## config.mk

```make
export PLATFORM = sky130hd
export DESIGN_NAME = ccff_bitstream_loader
export DESIGN_NICKNAME = d
export VERILOG_FILES = /design/src/rtl/ccff_bitstream_loader.sv
export SDC_FILE = /design/constraint.sdc
export NUM_CORES = 1
export LEC_CHECK = 0
export ABC_AREA = 1
export ABC_CLOCK_PERIOD_IN_PS = 1700
export BUFFER_PORTS_ARGS = -buffer_cell sky130_fd_sc_hd__buf_4
export CORE_ASPECT_RATIO = 0.9
export CORE_MARGIN = 5
export CORE_UTILIZATION = 50
export CTS_CLUSTER_SIZE = 40
export DETAILED_ROUTE_END_ITERATION = 8
export GPL_TIMING_DRIVEN = 0
export PLACE_DENSITY = 0.71
export REMOVE_ABC_BUFFERS = 1
export SLEW_MARGIN = 0
export SYNTH_ARGS = -nofsm -noshare
export SYNTH_HDL_FRONTEND = slang
export SYNTH_SLANG_ARGS = --single-unit
```

## constraint.sdc

```tcl
create_clock -name prog_clk -period 1.7 [get_ports prog_clk]
set_input_delay 0.17 -clock prog_clk [delete_from_list [all_inputs] [get_ports prog_clk]]
set_output_delay 0.17 -clock prog_clk [all_outputs]
set_load 0.01 [all_outputs]
```

## src/rtl/ccff_bitstream_loader.sv

```systemverilog
// Configuration-chain writer: serializes host words LSB-first onto ccff_head with a
// matching shift enable, and optionally reads the chain back to count mismatches.
module ccff_bitstream_loader #(
    parameter int CHAIN_LEN = 70,
    parameter int WORD_W    = 8
) (
    input  logic              prog_clk,
    input  logic              pReset,
    input  logic              start,
    input  logic              verify,
    input  logic              s_valid,
    input  logic [WORD_W-1:0] s_data,
    output logic              s_ready,
    output logic              ccff_head,
    output logic              ccff_shift_en,
    input  logic              ccff_tail,
    output logic              busy,
    output logic              done,
    output logic              mismatch,
    output logic [15:0]       mismatch_cnt,
    output logic [1:0]        o_dbg_state
);

    localparam int NWORDS    = (CHAIN_LEN + WORD_W - 1) / WORD_W;
    localparam int LAST_BITS = ((CHAIN_LEN % WORD_W) == 0) ? WORD_W : (CHAIN_LEN % WORD_W);
    localparam int BCW       = $clog2(CHAIN_LEN + 1);
    localparam int SCW       = $clog2(WORD_W + 1);
    localparam int WCW       = $clog2(NWORDS + 1);

    localparam logic [BCW-1:0] BIT_LAST  = BCW'(CHAIN_LEN - 1);
    localparam logic [SCW-1:0] CNT_FULL  = SCW'(WORD_W);
    localparam logic [SCW-1:0] CNT_LAST  = SCW'(LAST_BITS);
    localparam logic [WCW-1:0] WORDS_ALL = WCW'(NWORDS);
    localparam logic [WCW-1:0] WORDS_M1  = WCW'(NWORDS - 1);

    typedef enum logic [1:0] {
        ST_IDLE  = 2'd0,
        ST_PASS1 = 2'd1,
        ST_PASS2 = 2'd2,
        ST_DONE  = 2'd3
    } state_t;

    state_t              r_state;
    state_t              w_state_nxt;
    logic                r_verify;
    logic [WORD_W-1:0]   r_hold;
    logic [SCW-1:0]      r_hold_cnt;
    logic                r_hold_vld;
    logic [WORD_W-1:0]   r_shift;
    logic [SCW-1:0]      r_shift_cnt;
    logic [WCW-1:0]      r_words;
    logic [BCW-1:0]      r_bit_cnt;
    logic                r_head;
    logic                r_shift_en;
    logic                r_mismatch;
    logic [15:0]         r_mismatch_cnt;

    logic                w_busy;
    logic                w_start_ok;
    logic                w_pass_start;
    logic                w_pass_end;
    logic                w_accept;
    logic                w_emit;
    logic                w_reload;
    logic [SCW-1:0]      w_in_cnt;

    always_ff @(posedge prog_clk) begin
        if (!pReset) begin
            r_state <= ST_IDLE;
        end else begin
            r_state <= w_state_nxt;
        end
    end

    always_comb begin
        w_state_nxt  = r_state;
        w_busy       = 1'b0;
        w_start_ok   = 1'b0;
        w_pass_start = 1'b0;
        w_pass_end   = r_shift_en && (r_bit_cnt == BIT_LAST);
        case (r_state)
            ST_IDLE: begin
                if (start) begin
                    w_start_ok   = 1'b1;
                    w_pass_start = 1'b1;
                    w_state_nxt  = ST_PASS1;
                end
            end
            ST_PASS1: begin
                w_busy = 1'b1;
                if (w_pass_end) begin
                    w_pass_start = r_verify;
                    w_state_nxt  = r_verify ? ST_PASS2 : ST_DONE;
                end
            end
            ST_PASS2: begin
                w_busy = 1'b1;
                if (w_pass_end) begin
                    w_state_nxt = ST_DONE;
                end
            end
            default: begin
                w_state_nxt = ST_IDLE;
            end
        endcase
    end

    // Handshake: a word transfers on any edge where s_valid & s_ready; s_data is
    // ignored otherwise. s_ready drops once the pass has all of its words.
    assign s_ready  = w_busy && !r_hold_vld && (r_words != WORDS_ALL);
    assign w_accept = s_valid && s_ready;
    assign w_in_cnt = (r_words == WORDS_M1) ? CNT_LAST : CNT_FULL;
    assign w_emit   = w_busy && (r_shift_cnt != '0);
    // Refill in the same cycle the last bit leaves, so a steady stream has no gaps.
    assign w_reload = w_busy && (r_shift_cnt <= SCW'(1));

    always_ff @(posedge prog_clk) begin
        if (!pReset) begin
            r_verify       <= 1'b0;
            r_hold         <= '0;
            r_hold_cnt     <= '0;
            r_hold_vld     <= 1'b0;
            r_shift        <= '0;
            r_shift_cnt    <= '0;
            r_words        <= '0;
            r_bit_cnt      <= '0;
            r_head         <= 1'b0;
            r_shift_en     <= 1'b0;
            r_mismatch     <= 1'b0;
            r_mismatch_cnt <= '0;
        end else begin
            if (w_start_ok) begin
                r_verify <= verify;
            end

            if (w_pass_start) begin
                r_words <= '0;
            end else if (w_accept) begin
                r_words <= r_words + 1'b1;
            end

            if (w_pass_start || w_pass_end) begin
                r_bit_cnt <= '0;
            end else if (r_shift_en) begin
                r_bit_cnt <= r_bit_cnt + 1'b1;
            end

            r_shift_en <= w_emit;
            if (w_emit) begin
                r_head      <= r_shift[0];
                r_shift     <= r_shift >> 1;
                r_shift_cnt <= r_shift_cnt - 1'b1;
            end

            if (w_reload) begin
                if (r_hold_vld) begin
                    r_shift     <= r_hold;
                    r_shift_cnt <= r_hold_cnt;
                    r_hold_vld  <= 1'b0;
                end else if (w_accept) begin
                    r_shift     <= s_data;
                    r_shift_cnt <= w_in_cnt;
                end
            end else if (w_accept) begin
                r_hold     <= s_data;
                r_hold_cnt <= w_in_cnt;
                r_hold_vld <= 1'b1;
            end

            // During readback the tail shows the first-pass bit with the same index.
            if (w_start_ok) begin
                r_mismatch     <= 1'b0;
                r_mismatch_cnt <= '0;
            end else if ((r_state == ST_PASS2) && r_shift_en && (ccff_tail != r_head)) begin
                r_mismatch <= 1'b1;
                if (r_mismatch_cnt != 16'hFFFF) begin
                    r_mismatch_cnt <= r_mismatch_cnt + 16'd1;
                end
            end
        end
    end

    assign ccff_head     = r_head;
    assign ccff_shift_en = r_shift_en;
    assign busy          = w_busy;
    assign done          = (r_state == ST_DONE);
    assign mismatch      = r_mismatch;
    assign mismatch_cnt  = r_mismatch_cnt;
    assign o_dbg_state   = r_state;

endmodule

```

==> run metrics, run 1 <==
FILL cells=between 500 and 600; chip width=91.0 um; latest clock arrival within the worst-skew pair=about 0.32 ns; yosys warns=0; Leakage=1.43 nW; initial antenna violation count=0; Cell Area, Synth=2950 sq um; nets@finish=514; Synth Area per Inst=just under 7 sq um; post-synth cell types=31; Fin Clk Skew=approximately 0.0064 ns; Critical-path top delay cell=dfxtp_4; Worst EP required=1.91 ns; type of origin of the critical path=flop; min-delay worst type=input pin to flop; dpl cell area=3250 sq um; cell area after layout=approximately 3700 sq um; DR vias=2842; r2r startpoint=o_dbg_state[1]; first-pass GRT wire length=between 10000 and 15000 um; H-tree levels=2; area of the multi-input gates=1710 sq um; kind of critical path=flop to flop; relative slew slack=70.7%; worst-margin pin slew=0.438 ns; fmax=620 MHz; CTS max path bufs=2; share of flip-flops with an asynchronous set or reset=0%; grt total ovfl=0; pin count of the biggest net entering global routing=19; PwrDens=about 1400 nW/um^2; MaxCap Viol Count=0; drt pass-1 iters=4; Chip Height=82.9 um; Max VDD drop=0.859 mV; CTS Buf Count=5; gr usage total=18.2%; Layout Area Growth over Synthesis=24.3%; FF+latch area=between 1000 and 1500 sq um; CTS root buf=clkbuf_8; TNS Setup=0 ns; most frequent cells in the layout=116 x nand2_1, 52 x dfxtp_1, 49 x inv_1, 47 x buf_4, 42 x nor2_1; fin. max-slew vios=0; Period minus WS final=1.61 ns; RSZ-0062 raised after global routing=true; clk sinks=between 50 and 60; number of synthesized flops with an enable pin=0; hold path start=s_data[7]; Via density=5.09; commonest non-fill, non-tap cell in the layout=nand2_1; CP Launch Point=o_dbg_state[1]; Seq/Total Area, Yosys=38.0%; final wirelength=about 7000 um; initial core utilization=51.8%; status=completed; Antenna diodes=0; vias in the first global route=2655; residual DRC count=0; routed len/inst=roughly 12 um; Detailed Place HPWL=around 4400 um; TritonCTS clock tree=yes; total die area=between 7000 and 8000 sq um; # rows=26; Largest stage delay, worst path=between 0.3 and 0.4 ns; share of cells above drive strength 1=20.7%; # setup viols final=0; crit path DAT=1.83 ns; RePlAce Congestion=0.853; FF+latch count, synth=56; ys flop type=dfxtp_1; fin crit share=94.9%; clock-pin slew on the worst setup and hold paths=0.11 ns; antenna-violating nets left=0; Cells after Synth=around 440; PortBufs=37; crit end category=flop; worst-path cell chain=inv_4, ha_4, inv_6, nor2_4, nand3_4, nand2_2, inv_2, o21ai_4, o21ai_0; Crit Path Max Fanout=6; drt initial violations=111; # hold bufs at CTS=0; Core Area=approximately 5700 sq um; Hold Fails Final Rpt=0; Ports=38
kinds of logic after synthesis:
group | count (synthesis) | synth area share (%)
flops | 56 | 38.0
compound gates | 79 | 14.3
xor+xnor | 9 | 2.67
simple gates | 211 | 29.8
fa+ha+maj | 13 | 5.51
buf+inv | 67 | 9.71
cell usage after synthesis (2+ instances only):
cell,number,share of area [%]
dfxtp_1,56,38
a21oi_1,32,5.4
buf_2,4,0.68
ha_1,13,5.5
nand2_1,119,15
nor2_1,48,6.1
nor2_4,2,0.76
nand3b_1,2,0.51
buf_6,2,0.76
nand2_2,2,0.42
nor2_2,2,0.42
nand4_1,5,1.1
nand3_1,18,3.1
o21ai_0,40,6.8
a21oi_2,2,0.59
xor2_1,7,2.1
inv_2,2,0.25
xnor2_1,2,0.59
nor3_1,10,1.7
inv_1,56,7.1
path summary, 6_finish.rpt:
path                    end  slack, ns  cells after the start
max          r_shift_cnt[1]       0.09                      9
min reg2reg       r_hold[0]       0.46                      2
max reg2reg  r_shift_cnt[1]       0.09                      9
min               r_hold[7]       0.11                      3
flip-flops by register name (all words and copies together) (netlist names), 2 cells and up:
name          flops
r_shift_cnt       4
o_dbg_state       2
r_words           4
mismatch_cnt     16
r_bit_cnt         7
r_hold            8
r_shift           8
r_hold_cnt        2
power breakdown:
group / switching [mW] / internal (mW) / leakage, nW
clock: 0.461 / 0.335 / 0.0516
sequential: 0.174 / 1.58 / 0.456
combinational: 1.62 / 1.00 / 0.919
critical path: cells and delay by family (launching register included):
kind                     cells  cell delay (ns)
buffers and inverters        3             0.16
adder cells (fa/ha/maj)      1             0.28
AND/OR/NAND/NOR              3             0.37
AO/OA/AOI/OAI                2             0.30
flip-flops                   1             0.39
area by class of cell:
type / count / area share [%]
Multi-Input combinational cell: 315 / 46.6
Sequential cell: 56 / 30.9
Inverter: 58 / 6.66
Clock inverter: 2 / 0.375
Tap cell: 70 / 2.39
Clock buffer: 6 / 2.25
Timing Repair Buffer: 51 / 10.9
routing by layer:
| metal | up-vias | wire, um | track usage, % |
|---|---|---|---|
| met5 | - | 0 | 0 |
| met2 | 44 | 3430 | 31.5 |
| met1 | 1292 | 3070 | 22.0 |
| li1 | 1499 | - | - |
| met4 | 0 | 65 | 4.13 |
| met3 | 7 | 294 | 5.24 |
through the flow:
step                      total power, mW  hold WS [ns]  setup WS (ns)  std cells  util [%]
after floorplan                      3.06         0.290         -0.454        426         -
after global placement               3.55         0.431         -0.930        533      57.0
after detailed placement             3.59         0.441         -0.901        533      57.0
after CTS                            4.99         0.107        0.00459        553      62.7
after global routing                 5.57         0.117        -0.0130        558      64.4
final                                5.17         0.114         0.0867        558      64.4
repair_timing:
| action | CTS | global route |
|---|---|---|
| endpoints found under the hold margin | 0 | 0 |
| cloned | 2 | 1 |
| setup buffers | 10 | 4 |
| endpoints found under the setup margin | 47 | 43 |
| pin swaps | 5 | 9 |
| resized for setup | 32 | 26 |
Power figures use the tool's default switching activity.
==> run 2: changes to the inputs <==
--- a/config.mk
+++ b/config.mk
@@ -6,7 +6,7 @@
 export NUM_CORES = 1
 export LEC_CHECK = 0
 export ABC_AREA = 1
-export ABC_CLOCK_PERIOD_IN_PS = 1700
+export ABC_CLOCK_PERIOD_IN_PS = 1500
 export BUFFER_PORTS_ARGS = -buffer_cell sky130_fd_sc_hd__buf_4
 export CORE_ASPECT_RATIO = 0.9
 export CORE_MARGIN = 5
@@ -14,7 +14,7 @@
 export CTS_CLUSTER_SIZE = 40
 export DETAILED_ROUTE_END_ITERATION = 8
 export GPL_TIMING_DRIVEN = 0
-export PLACE_DENSITY = 0.71
+export PLACE_DENSITY = 0.69
 export REMOVE_ABC_BUFFERS = 1
 export SLEW_MARGIN = 0
 export SYNTH_ARGS = -nofsm -noshare
==> constraint.sdc (replaced) <==
create_clock -name prog_clk -period 1.5 [get_ports prog_clk]
set_input_delay 0.15 -clock prog_clk [delete_from_list [all_inputs] [get_ports prog_clk]]
set_output_delay 0.15 -clock prog_clk [all_outputs]
set_load 0.01 [all_outputs]
==> run 2 against run 1 <==
Compared with the run above: the run now ends with setup timing left; final cell count rose by 3.4%; sequential cell count stayed put; total power rose by 25%; clock skew is essentially flat; cell area rose by 10%; clock-buffer cell count did not move; hold slack worse by 0.0062 ns; sequential share of layout area decreased by 2.5 points; utilization is 6.6 points higher; largest cell class unchanged; clock power increased by 9.8%; die area is the same; largest power group unchanged; sequential power is 14% higher.
==> run metrics, run 2 (synthesized netlist as in run 1, its figures left out) <==
Place WS=-1.11 ns; RSZ-0062 raised after global routing=true; Hold Fails Final Rpt=0; CTS Buf Count=5; total die area=around 7500 sq um; stages on the worst setup path=9; failing checks=setup timing; PwrDens=1600 nW/um^2; routed len/inst=approximately 13 um; R2R cell count=9; gr usage total=approximately a fifth; first-pass GRT wire length=12400 um; latest clock arrival within the worst-skew pair=between 0.3 and 0.4 ns; CP top delay family=simple AND/OR/NAND/NOR gates; Layout Cells excl Fill=577; MaxCap Viol Count=0; antenna-violating nets left=0; clk sinks=56; initial antenna violation count=0; # hold bufs at CTS=0; cell-internal power=3.66 mW; Via density=between 5 and 6; CTS root buf=clkbuf_8; crit path DAT=approximately 1.9 ns; drt pass-1 iters=4; part of the power in registers=31.1%; Sw Share=between 40% and 50%; worst-margin pin slew=about 0.37 ns; Buf/Inv on CP=3; fin crit share=110%; final setup margin=-0.153 ns; Total Power Consumption=6.47 mW; dpl cells=533; Clock Power Share=about 14%; Worst EP required=1.70 ns; Layout Area Growth over Synthesis=37.1%; max reg flops=16; Sw Pwr=2.80 mW; chip width=approximately 91 um; Largest stage delay, worst path=0.38 ns; clock-pin slew on the worst setup and hold paths=roughly 0.10 ns; Detailed Place HPWL=4560 um; cell mode on critical path=nor2_4; residual DRC count=0; fin. max-slew vios=0; Antenna diodes=0; nets@finish=roughly 530; Fin Clk Skew=0.00635 ns; fmax=between 600 and 700 MHz; Leakage=1.60 nW; PortBufs=37; commonest non-fill, non-tap cell in the layout=nand2_1; worst-path cell chain=buf_6, ha_4, inv_4, nor2_4, nand3_4, nor2_4, clkinvlp_4, nand2_2, a21oi_2; final wirelength=approximately 7800 um; initial core utilization=51.8%; logic gate share of total power=55.4%; vias in the first global route=around 2800; RePlAce Congestion=0.797; final core utilization=71.0%; # setup viols final=43; Crit Path Max Fanout=6; type of origin of the critical path=flop; crit end category=flop; Ports=38; share of cells above drive strength 1=between 30% and 40%; TNS Setup=-3.50 ns; kind of critical path=flop to flop; status=complete, but fails checks; Core Area=5690 sq um; most frequent cells in the layout=103 x nand2_1, 57 x buf_4, 47 x inv_1, 41 x dfxtp_1, 38 x nor2_1; Max VDD drop=0.882 mV; drt initial violations=136; Chip Height=82.9 um; grt total ovfl=0; H-tree levels=2; Critical-path top delay cell=dfxtp_4; DR vias=2970; min-delay worst type=input pin to flop; pin count of the biggest net entering global routing=19; relative slew slack=75.3%; CTS max path bufs=2; WHS Path Cells=3; Period minus WS final=~1.7 ns; TritonCTS clock tree=yes; # rows=26
## run 2: changes by cell type in the layout (fill, tap and decap cells not counted), sizes merged
| cell | previous run | this run |
|---|---|---|
| nand2 | 122 | 123 |
| clkinv | 1 | 2 |
| buf | 51 | 67 |
| nor2 | 53 | 54 |
| clkinvlp | 1 | 2 |
| inv | 58 | 57 |
## run 2: power groups by stage
stage	sequential (mW)	combinational [mW]	clock [mW]
2_1_floorplan	1.99	1.48	0
3_3_place_gp	2.00	2.02	0
3_5_place_dp	2.02	2.06	0
4_1_cts	1.98	3.17	0.894
5_1_grt	2.05	3.94	0.950
6_report	2.01	3.58	0.873
## run 2: per-stage QoR
stage               cell area, sq um  hold WS, ns
global placement                3250        0.412
global route                    4040        0.129
CTS                             3760       0.0981
detailed placement              3250        0.424
finish                          4040        0.108
floorplan                       2880        0.270
## run 2: path summary, 6_finish.rpt
| kind | startpoint | end | slack [ns] |
|---|---|---|---|
| worst max register to register | o_dbg_state[1] | mismatch_cnt[12] | -0.15 |
| worst max-delay path | o_dbg_state[1] | mismatch_cnt[12] | -0.15 |
| worst min register to register | r_hold[4] | r_hold[4] | 0.45 |
| worst min-delay path | s_data[2] | r_hold[2] | 0.11 |
## run 2: repair_timing
action / CTS / global route
buffers inserted: 23 / 7
setup endpoints to repair: 54 / 53
pin swaps: 15 / 28
cloned: 5 / 1
resized for setup: 71 / 69
## run 2: layout make-up
cell class	count	area, sq um
clock buffer	6	82.6
clock inverter	2	10.0
inverter	58	254
multi-input combinational	317	1900
sequential	56	1150
timing repair inverter	1	7.51
fill	459	1650
timing repair buffer	67	552
tap	70	87.6
## run 2: metal layers
metal / vias to the layer above / global-route usage [%] / share of wire, % / routed length, um
met5: - / 0 / 0 / 0
met4: 0 / 5.47 / 1.1 / 82
met3: 10 / 4.16 / 3.7 / 288
met2: 62 / 34.9 / 52 / 4060
met1: 1362 / 22.9 / 43 / 3320
li1: 1536 / - / - / -
## run 2: worst reg2reg max path: stages (launching register included)
cell        delay [ns]
dfxtp_4           0.38
buf_6             0.11
ha_4              0.14
inv_4             0.04
nor2_4            0.09
nand3_4           0.11
nor2_4            0.23
clkinvlp_4        0.25
nand2_2           0.13
a21oi_2           0.05
==> run 3: changes to the inputs <==
--- a/config.mk
+++ b/config.mk
@@ -9,12 +9,11 @@
 export ABC_CLOCK_PERIOD_IN_PS = 1500
 export BUFFER_PORTS_ARGS = -buffer_cell sky130_fd_sc_hd__buf_4
 export CORE_ASPECT_RATIO = 0.9
-export CORE_MARGIN = 5
 export CORE_UTILIZATION = 50
 export CTS_CLUSTER_SIZE = 40
 export DETAILED_ROUTE_END_ITERATION = 8
 export GPL_TIMING_DRIVEN = 0
-export PLACE_DENSITY = 0.69
+export PLACE_DENSITY = 0.71
 export REMOVE_ABC_BUFFERS = 1
 export SLEW_MARGIN = 0
 export SYNTH_ARGS = -nofsm -noshare
==> run 3 against run 2 <==
Compared with the run above: the flow still finishes with violations (setup timing); cell area rose by 0.96%; first-iteration DRC count is 16% lower; sequential cell count unchanged; total power up 11%; critical path depth down 1; global-route usage up 3.0 points; sequential share of layout area shrank 0.42 points; critical endpoint is now r_shift_cnt[1]; largest power group unchanged; highest routed layer unchanged.
==> run metrics, run 3 (synthesized netlist as in run 1, its figures left out) <==
RSZ-0062 raised after global routing=true; DR vias=3021; MaxCap Viol Count=0; CTS max path bufs=2; Buf/Inv on CP=4; min-delay worst type=input pin to flop; pin count of the biggest net entering global routing=19; H-tree levels=2; grt total ovfl=0; first-pass GRT wire length=11200 um; FILL cells=464; CTS root buf=clkbuf_8; routed len/inst=13.5 um; initial core utilization=51.8%; final wirelength=7730 um; initial antenna violation count=0; most frequent cells in the layout=108 x nand2_1, 48 x buf_4, 47 x inv_1, 44 x dfxtp_1, 38 x nor2_1; commonest non-fill, non-tap cell in the layout=nand2_1; crit end category=flop; Global Route met2 Usage=41.5%; fin crit share=110%; TritonCTS clock tree=yes; Chip Height=74.9 um; gr usage total=22.4%; Worst EP required=between 1.5 and 2 ns; PwrDens=1760 nW/um^2; Hold Fails Final Rpt=0; latest clock arrival within the worst-skew pair=0.32 ns; CTS Buf Count=5; failing checks=setup timing; chip width=83.0 um; drt initial violations=114; PortBufs=37; worst-path cell chain=inv_4, ha_4, inv_6, a21oi_4, clkinvlp_4, o21ai_1, inv_1, o21ai_1; cell mode on critical path=o21ai_1; Ports=38; Period minus WS final=1.65 ns; residual DRC count=0; crit path DAT=around 1.9 ns; Core Area=5690 sq um; vias in the first global route=~2500; relative slew slack=between 60% and 70%; Via density=5.27; total die area=6210 sq um; # rows=26; Crit Path Max Fanout=6; TNS Setup=-3.24 ns; type of origin of the critical path=flop; share of cells above drive strength 1=approximately a third; Antenna diodes=0; Layout Cells excl Fill=573; routing usage on met1=26.6%; CP top delay family=compound AO/OA/AOI/OAI gates; GRT busiest layer=met2; fin. max-slew vios=0; Detailed Place HPWL=4330 um; fmax=606 MHz; hold_ws=0.0809 ns; max reg flops=16; Total Power Consumption=roughly 7 mW; Max VDD drop=a little over 1 mV; drt pass-1 iters=4; RePlAce Congestion=just under 0.8; M3 GR Usage=3.95%; final setup margin=-0.149 ns; clock-pin slew on the worst setup and hold paths=0.10 ns; Fin Clk Skew=0.00550 ns; # setup viols final=44; Layout Area Growth over Synthesis=38.4%; nets@finish=between 500 and 600; Critical-path top delay cell=dfxtp_4; worst-margin pin slew=~0.54 ns; Leakage=~1.6 nW; clk sinks=between 50 and 60; dpl cells=between 500 and 600; Largest stage delay, worst path=0.37 ns; kind of critical path=flop to flop; # hold bufs at CTS=0; antenna-violating nets left=0; status=complete, but fails checks
run 3: metal layers:
| layer | wire [um] | up-vias |
|---|---|---|
| met2 | 4050 | 49 |
| met1 | 3310 | 1438 |
| met5 | 0 | - |
| met3 | 239 | 13 |
| li1 | - | 1521 |
| met4 | 131 | 0 |
run 3: cell type report:
cell class	instances	area [sq um]	share of cell area, %
multi-input cells	318	1920	47.0
clock buffers	5	68.8	1.69
repair buffers	63	547	13.4
repair inverters	1	7.51	0.184
flip-flops and latches	56	1140	27.9
inverters	58	254	6.22
clock inverters	2	60.1	1.47
well taps	70	87.6	2.15
run 3: power breakdown:
group / switching [mW] / internal (mW)
clock: 0.506 / 0.658
combinational: 2.39 / 1.62
sequential: 0.209 / 1.80
total: 3.10 / 4.08
run 3: final timing paths:
path	end	startpoint	cells after the start	slack (ns)
max	r_shift_cnt[1]	o_dbg_state[1]	8	-0.15
min	r_hold[1]	s_data[1]	3	0.08
max reg2reg	r_shift_cnt[1]	o_dbg_state[1]	8	-0.15
min reg2reg	r_hold[3]	r_hold[3]	2	0.47
run 3: stage by stage:
step                instance area, sq um  util, %  setup WS, ns
finish                              4080     71.7        -0.149
global route                        4080     71.7        -0.247
floorplan                           2880        -        -0.654
CTS                                 3730     65.5       -0.0732
detailed placement                  3250     57.0         -1.14
global placement                    3250     57.0         -1.13
run 3: tightest hold or removal path, cell delays in order:
cell and delay, ns:
buf_4 0.09, o21ai_2 0.05, a21oi_2 0.08
run 3: repair_timing:
item                                    4_1_cts  5_1_grt
endpoints found under the setup margin       54       53
gates resized for setup                      70       82
setup buffers                                17        9
pin swaps                                    23       30
cloned                                        4        3
